<file path="src/rtl/cpu_run_ctrl_pkg.sv">
// Shared types and helpers for the 4-bit CPU run/halt/step controller.
package lib_cpu;

  typedef enum logic [1:0] {
    HALT  = 2'd0,
    RUN   = 2'd1,
    STEP  = 2'd2,
    BREAK = 2'd3
  } RUN_STATE;

  // Prescaler counter width; DIV = 1 still needs a 1-bit register.
  function automatic int unsigned presc_width(input int unsigned div);
    return (div <= 1) ? 1 : $clog2(div);
  endfunction

  function automatic logic state_halted(input RUN_STATE s);
    return (s == HALT) || (s == BREAK);
  endfunction

endpackage

</file>
<file path="src/rtl/cpu_run_ctrl_btn_edge.sv">
// Two-flop synchronizer plus rising-edge detector for raw board buttons.
module btn_edge (
  input  logic clk,
  input  logic reset,
  input  logic in,
  output logic rise
);

  logic sync1_q, sync2_q, prev_q;

  always_ff @(posedge clk or posedge reset) begin
    if (reset) begin
      sync1_q <= 1'b0;
      sync2_q <= 1'b0;
      prev_q  <= 1'b0;
    end else begin
      sync1_q <= in;
      sync2_q <= sync1_q;
      prev_q  <= sync2_q;
    end
  end

  assign rise = sync2_q & ~prev_q;

endmodule

</file>
<file path="src/rtl/cpu_run_ctrl.sv">
// Run/halt/single-step controller producing the one-cycle CPU register update enable.
module cpu_run_ctrl
  import lib_cpu::*;
#(
  parameter int unsigned DIV = 2_000_000
) (
  input  logic       clk,
  input  logic       reset,
  input  logic       run_sw,
  input  logic       step_btn,
  input  logic       bp_en,
  input  logic [3:0] bp_addr,
  input  logic [3:0] ip,
  output logic       cpu_en,
  output logic [1:0] state,
  output logic       halted,
  output logic [7:0] instr_count
);

  localparam int unsigned PW = presc_width(DIV);
  localparam logic [PW-1:0] PrescLast = PW'(DIV - 1);

  RUN_STATE      state_q, state_d;
  logic [PW-1:0] presc_q, presc_d;
  logic          cpu_en_q, cpu_en_d;
  logic [7:0]    count_q;
  logic          step_edge;
  logic          tick;
  logic          bp_hit;

  btn_edge u_step_edge (
    .clk   (clk),
    .reset (reset),
    .in    (step_btn),
    .rise  (step_edge)
  );

  assign tick   = (state_q == RUN) && (presc_q == PrescLast);
  assign bp_hit = bp_en && (ip == bp_addr);

  always_ff @(posedge clk or posedge reset) begin
    if (reset) begin
      state_q <= HALT;
    end else begin
      state_q <= state_d;
    end
  end

  // Run request beats a simultaneous step; BREAK only leaves via HALT or STEP.
  always_comb begin
    state_d = state_q;
    unique case (state_q)
      HALT: begin
        if (run_sw)         state_d = RUN;
        else if (step_edge) state_d = STEP;
      end
      RUN: begin
        if (!run_sw)            state_d = HALT;
        else if (tick && bp_hit) state_d = BREAK;
      end
      STEP: state_d = HALT;
      BREAK: begin
        if (!run_sw)        state_d = HALT;
        else if (step_edge) state_d = STEP;
      end
      default: state_d = HALT;
    endcase
  end

  always_comb begin
    cpu_en_d = (state_q == STEP) || (tick && run_sw && !bp_hit);
    halted   = state_halted(state_q);
  end

  // Prescaler only advances while staying in RUN; any other path leaves it at 0.
  always_comb begin
    presc_d = '0;
    if (state_q == RUN && run_sw && !tick) begin
      presc_d = presc_q + PW'(1);
    end
  end

  always_ff @(posedge clk or posedge reset) begin
    if (reset) begin
      presc_q  <= '0;
      cpu_en_q <= 1'b0;
      count_q  <= 8'd0;
    end else begin
      presc_q  <= presc_d;
      cpu_en_q <= cpu_en_d;
      if (cpu_en_q) begin
        count_q <= count_q + 8'd1;
      end
    end
  end

  assign cpu_en      = cpu_en_q;
  assign state       = state_q;
  assign instr_count = count_q;

endmodule
</file>
<file path="config.mk">
export PLATFORM = sky130hd
export DESIGN_NAME = cpu_run_ctrl
export DESIGN_NICKNAME = d
export VERILOG_FILES = /design/src/rtl/cpu_run_ctrl_pkg.sv /design/src/rtl/cpu_run_ctrl_btn_edge.sv /design/src/rtl/cpu_run_ctrl.sv
export SDC_FILE = /design/constraint.sdc
export NUM_CORES = 1
export LEC_CHECK = 0
export BUFFER_PORTS_ARGS = -buffer_cell sky130_fd_sc_hd__buf_2
export CORE_ASPECT_RATIO = 0.9
export CORE_MARGIN = 3
export CORE_UTILIZATION = 40
export CTS_BUF_LIST = sky130_fd_sc_hd__clkbuf_8
export DETAILED_ROUTE_END_ITERATION = 12
export REMOVE_ABC_BUFFERS = 1
export SKIP_LAST_GASP = 1
export SYNTH_ARGS = -nofsm -noshare
export SYNTH_HDL_FRONTEND = slang
export SYNTH_SLANG_ARGS = --single-unit
</file>
<file path="constraint.sdc">
create_clock -name clk -period 1.9 [get_ports clk]
set_input_delay 0 -clock clk [delete_from_list [all_inputs] [get_ports clk]]
set_output_delay 0 -clock clk [all_outputs]
set_load 0.02 [all_outputs]
</file>
* Word-level counts from Yosys, hierarchy flattened
Index checks and enable logic that the tools add are counted. W data, S select, Z words.
Word-level totals: bits in registers 35, output and inout bits 12, word-level logic and storage cells 36
Operators by class: equality and inequality tests 6, mux-type cells 7, reductions and logical operators 12, add/subtract/negate cells 2, bitwise gates (word level) 2
Operator list (count):
- $add A21 B1 Y21 const B | 1
- $eq A21 B21 Y1 const B | 1
- $mux W21 | 1
- $mux W2 | 5
- $add A8 B1 Y8 const B | 1
- $pmux W2 S4 | 1
- $logic_and A1 B1 Y1 | 7
- $eq A2 B2 Y1 const B | 2
- $eq A4 B4 Y1 | 1
- $ne A3 B2 Y1 const B | 1
- $eq A2 B1 Y1 const B | 1
- $logic_not A1 Y1 | 2
- $logic_not A2 Y1 | 1
- $logic_or A1 B1 Y1 | 2
- $and A1 B1 Y1 | 1
- $not A1 Y1 | 1

* Logic depth before layout (Yosys ltp)
depth in word-level cells 6, gate-level depth with buffers 9, gate-level depth less buffers 7

* By module
From an unflattened synthesis, not the netlist that was laid out.
Unflattened totals: cells, all modules 165, area total of the unflattened synthesis 1727.9 sq um
By module, submodules not included:
- cpu_run_ctrl | area an instance 1635.3 sq um, seq. area each 800.8 sq um, instances 1, cells each 160
- btn_edge | area an instance 92.6 sq um, seq. area each 75.1 sq um, instances 1, cells each 5

* Worst setup path before layout
Ideal clock, no wire load.
path kind reg-to-reg, start register state_q[1] (netlist: state[1]), end register presc_q[16], slack 0.078 ns, cell stages (with the launch flop) 10, buffers on the path 2, setup time 0.118 ns, arrival time 1.703 ns, cell sequence dfrtp_1 inv_1 ha_1 nand3b_1 nor4_1 and4_4 or2_1 buf_6 buf_12 nor2_1
Between the ends: longest elaborated chain between the ends 5, elaborated cells on any way between the ends 6
Ends and longest elaborated chain:
- start, declared | line cpu_run_ctrl.sv:23 | RUN_STATE state_q, state_d;
- start signal, assigned | line cpu_run_ctrl.sv:45 | state_q <= state_d;
- $eq A2 B1 Y1 (*) | line cpu_run_ctrl.sv:38, cpu_run_ctrl.sv:78
- $logic_and A1 B1 Y1 | line cpu_run_ctrl.sv:38 | assign tick = (state_q == RUN) && (presc_q == PrescLast);
- $logic_not A1 Y1 | line cpu_run_ctrl.sv:78 | if (state_q == RUN && run_sw && !tick) begin
- $logic_and A1 B1 Y1 (*) | line cpu_run_ctrl.sv:78
- $mux W21 (*) | line cpu_run_ctrl.sv:78
- net presc_d[16] | line cpu_run_ctrl.sv:24 | logic [PW-1:0] presc_q, presc_d;
- end signal, assigned | line cpu_run_ctrl.sv:89 | presc_q <= presc_d;
- end, declared | line cpu_run_ctrl.sv:24
The timed path passes the listed nets; every way through them passes the cells marked *. A chain may end at the register's enable or synchronous reset.

* Final worst setup path
start register presc_q[9], end register state_q[1] (netlist: state[1])
Between the ends: longest elaborated chain between the ends 4
Ends and longest elaborated chain:
- $eq A21 B21 Y1 | line cpu_run_ctrl.sv:38
- $logic_and A1 B1 Y1 | line cpu_run_ctrl.sv:38
- $logic_and A1 B1 Y1 | line cpu_run_ctrl.sv:59 | else if (tick && bp_hit) state_d = BREAK;
- $ne A3 B2 Y1 (no line)
No other way between the ends.

==> PnR_summary.wiki <==
{| class="wikitable"
! Metric !! Value
|-
| Result of the run || finished clean
|-
| Share of power burned in registers || 44.2%
|-
| Wire length of the first global-routing pass || 5823 um
|-
| DIE AREA || 5261 um^2
|-
| Half-perimeter wire length after placement || 2491 um
|-
| Cell chosen for the clock root || clkbuf_8
|-
| Kind of path behind the tightest hold check || input port to flip-flop
|-
| Power dissipated by switching net loads || 0.7108 mW
|-
| Number of antenna diodes || 0
|-
| Mean number of vias per cell || 4.840
|-
| Switching Share || 33.42%
|-
| Final setup vio count || 0
|-
| Sort of element at the end of the critical path || flip-flop
|-
| Detailed router's first-iteration violation count || 45
|-
| Worst slack at placement || 0.03206 ns
|-
| Unrepaired setup endpoints after global routing || false
|-
| Register bit count reported by yosys || 35
|-
| Die width || 76.13 um
|-
| PnR Total Power || 2.127 mW
|-
| Cts bufs inserted || 5
|-
| Area of the core || 4156 um^2
|-
| Total Nets Final || 226
|-
| Critical path data required time || 2.06 ns
|-
| Cell Rows || 22
|-
| Count of cell types in the netlist || 35
|-
| Worst-path clk slew || 0.07 ns
|-
| H-tree depth || 2
|-
| Max-slew headroom at the worst pin || 71.02%
|-
| Critical path type || flip-flop to flip-flop
|-
| Synth Area per Inst || 10.29 um^2
|-
| Share of layout cells above drive strength 1 || 23.56%
|-
| P per Cell Area || 1009 nW/um^2
|-
| Slew @ Worst Pin || 0.4313 ns
|-
| Area added between synthesis and finish || 19.01%
|-
| Pin count of the biggest net entering global routing || 36
|-
| WL/cell || 12.58 um
|-
| Worst Setup Start Kind || flip-flop
|-
| Worst clock skew || 0.008338 ns
|-
| Most frequent cells in the layout || dfrtp_1, nor2_1, buf_2
|-
| Count of boundary I/O pins || 25
|-
| Global placement routability congestion || 0.7336
|-
| Max Slew Vio Count || 0
|-
| Total wire length || 3372 um
|-
| Proportion of power drawn by combinational gates || 29.0%
|-
| Worst EP arrival || 1.98 ns
|-
| Sequential-to-total area share from yosys stat || 49.47%
|-
| Period utilization || 95.41%
|-
| Total vias in the final route || 1297
|-
| Vias in the first global route || 1294
|-
| Total count of hold-check failures in the final report || 0
|-
| Height of the chip || 69.12 um
|-
| Clock period minus final worst setup slack || 1.813 ns
|-
| Count of maximum capacitance violations || 0
|-
| Multi-input gate area in the final layout || 832.0 um^2
|-
| Yosys warnings || 0
|-
| Insertion delay of the later-clocked pin in the worst-skew pair || 0.28 ns
|-
| Filler Cells Inserted || 402
|-
| Post-route DRC || 0
|-
| Buffers from clock root to sink, at most || 2
|-
| Overflow after GRT || 0
|-
| Initial core utilization || 42.59%
|-
| Drt pass-1 iters || 5
|-
| # port buffers || 24
|-
| Setup slack of the critical path after layout || 0.08723 ns
|-
| Area of the mapped netlist || 1770 um^2
|-
| TritonCTS clock tree || yes
|-
| Max Clk Rate || 551.6 MHz
|-
| Peak ir drop on the vdd network || 459.7 uV
|-
| Mapped Cells || 172
|-
| Leakage dissipation || 0.9715 nW
|-
| Clock sinks || 35
|-
| Highest net fanout along the worst path || 4
|-
| Part of the power in the clock network || 26.8%
|-
| Antenna violations before repair || 0
|-
| Total area of sequential cells || 875.8 um^2
|-
| Antenna-violating nets left || 0
|-
| Leading cell type in the layout, fill and taps excluded || dfrtp_1
|-
| Power Internal || 1.416 mW
|-
| All-layer global routing usage || 13.89%
|}
## cells in the mapped netlist, drive strengths merged
library cell  instances  area [um^2]
nand3                13        65.06
dfrtp                35        875.8
or4b                  1        10.01
and4                  1        11.26
xnor2                10        87.58
nand4                 8        50.05
xor2                 17        148.9
and2                  1        7.510
nor3                  4        20.02
a22o                  1        8.760
a31o                  1        8.760
inv                   7        26.28
a21oi                 2        13.76
nor4                  3        18.77
nor2b                 1        6.260
clkbuf                2        18.76
and3                  6        48.80
nand2                13        48.80
nor2                 25        93.84
a21o                  1        7.510
ha                    6        75.07
o21ai                 1        5.000
or4                   1        7.510
nand2b                3        18.77
buf                   2        31.28
mux2                  2        22.52
nand3b                1        7.510
o22ai                 2        12.51
a22oi                 1        7.510
or2                   1        6.260
## state kept, by name, summed over array words and instances (netlist names)
name and flops:
cpu_en 1, instr_count 8, presc_q 21, state 2, u_step_edge.prev_q 1, u_step_edge.sync1_q 1, u_step_edge.sync2_q 1
## power by group through the flow
stage | clock network, mW | logic [mW] | registers, mW
2_1_floorplan | 0 | 0.312 | 1.03
3_3_place_gp | 0 | 0.600 | 0.942
3_5_place_dp | 0 | 0.623 | 0.954
4_1_cts | 0.593 | 0.630 | 0.940
5_1_grt | 0.634 | 0.686 | 0.957
6_report | 0.571 | 0.617 | 0.939
## cells by family after synthesis
kind of cell | share of synthesized area, %
compound gates | 3.604
xor+xnor | 13.36
fa+ha+maj | 4.240
buf+inv | 4.311
flops | 49.47
mux | 1.272
simple gates | 23.75
## timing repair
action / in CTS / in global routing
endpoints found under the setup margin: 1 / 20
hold buffers: 2 / 0
resized for setup: 1 / 2
endpoints found under the hold margin: 36 / 0
pin swaps: 0 / 1
buffers inserted: 0 / 1
## metrics by stage
step / hold slack, ns / setup TNS (ns) / cell area (um^2) / util [%] / std cells
after floorplan: 0.03143 / -0.3448 / 1720 / - / 168
after global placement: 0.1102 / 0 / 1966 / 47.29 / 257
after detailed placement: 0.1137 / 0 / 1966 / 47.29 / 257
after CTS: 0.03804 / 0 / 2091 / 50.30 / 267
after global routing: 0.05510 / 0 / 2107 / 50.69 / 268
final: 0.04052 / 0 / 2107 / 50.69 / 268
## path summary, 6_finish.rpt
| kind | slack, ns | cells past startpoint | startpoint | end |
|---|---|---|---|---|
| max | 0.09 | 5 | presc_q[9] | state[1] |
| min | 0.04 | 2 | run_sw | cpu_en |
| max reg2reg | 0.09 | 5 | presc_q[9] | state[1] |
| min reg2reg | 0.36 | 0 | u_step_edge.sync1_q | u_step_edge.sync2_q |
| max in group asynchronous | 1.23 | 4 | reset | presc_q[17] |
| min in group asynchronous | 0.37 | 4 | reset | presc_q[8] |
## routing by layer
metal	up-vias	global-route usage [%]	wire length [um]
met1	618	16.76	1500
met4	0	6.640	64
met2	23	22.74	1677
li1	649	-	-
met3	7	4.178	130
met5	-	0	0
## worst max-delay path: stages, from the launching register on
cell and delay (ns):
dfrtp_1 0.42, or4b_1 0.53, nor3_2 0.13, and4_4 0.25, a21oi_2 0.07, mux2_2 0.28
## area by class of cell
type,instances,share of cell area (%)
tap,60,3.563
inverter,7,1.247
clock inverter,1,0.1781
sequential,35,41.57
multi-input combinational,126,39.49
timing repair buffer,32,9.382
clock buffer,7,4.572
No activity file was read; power rests on OpenSTA's default activity.
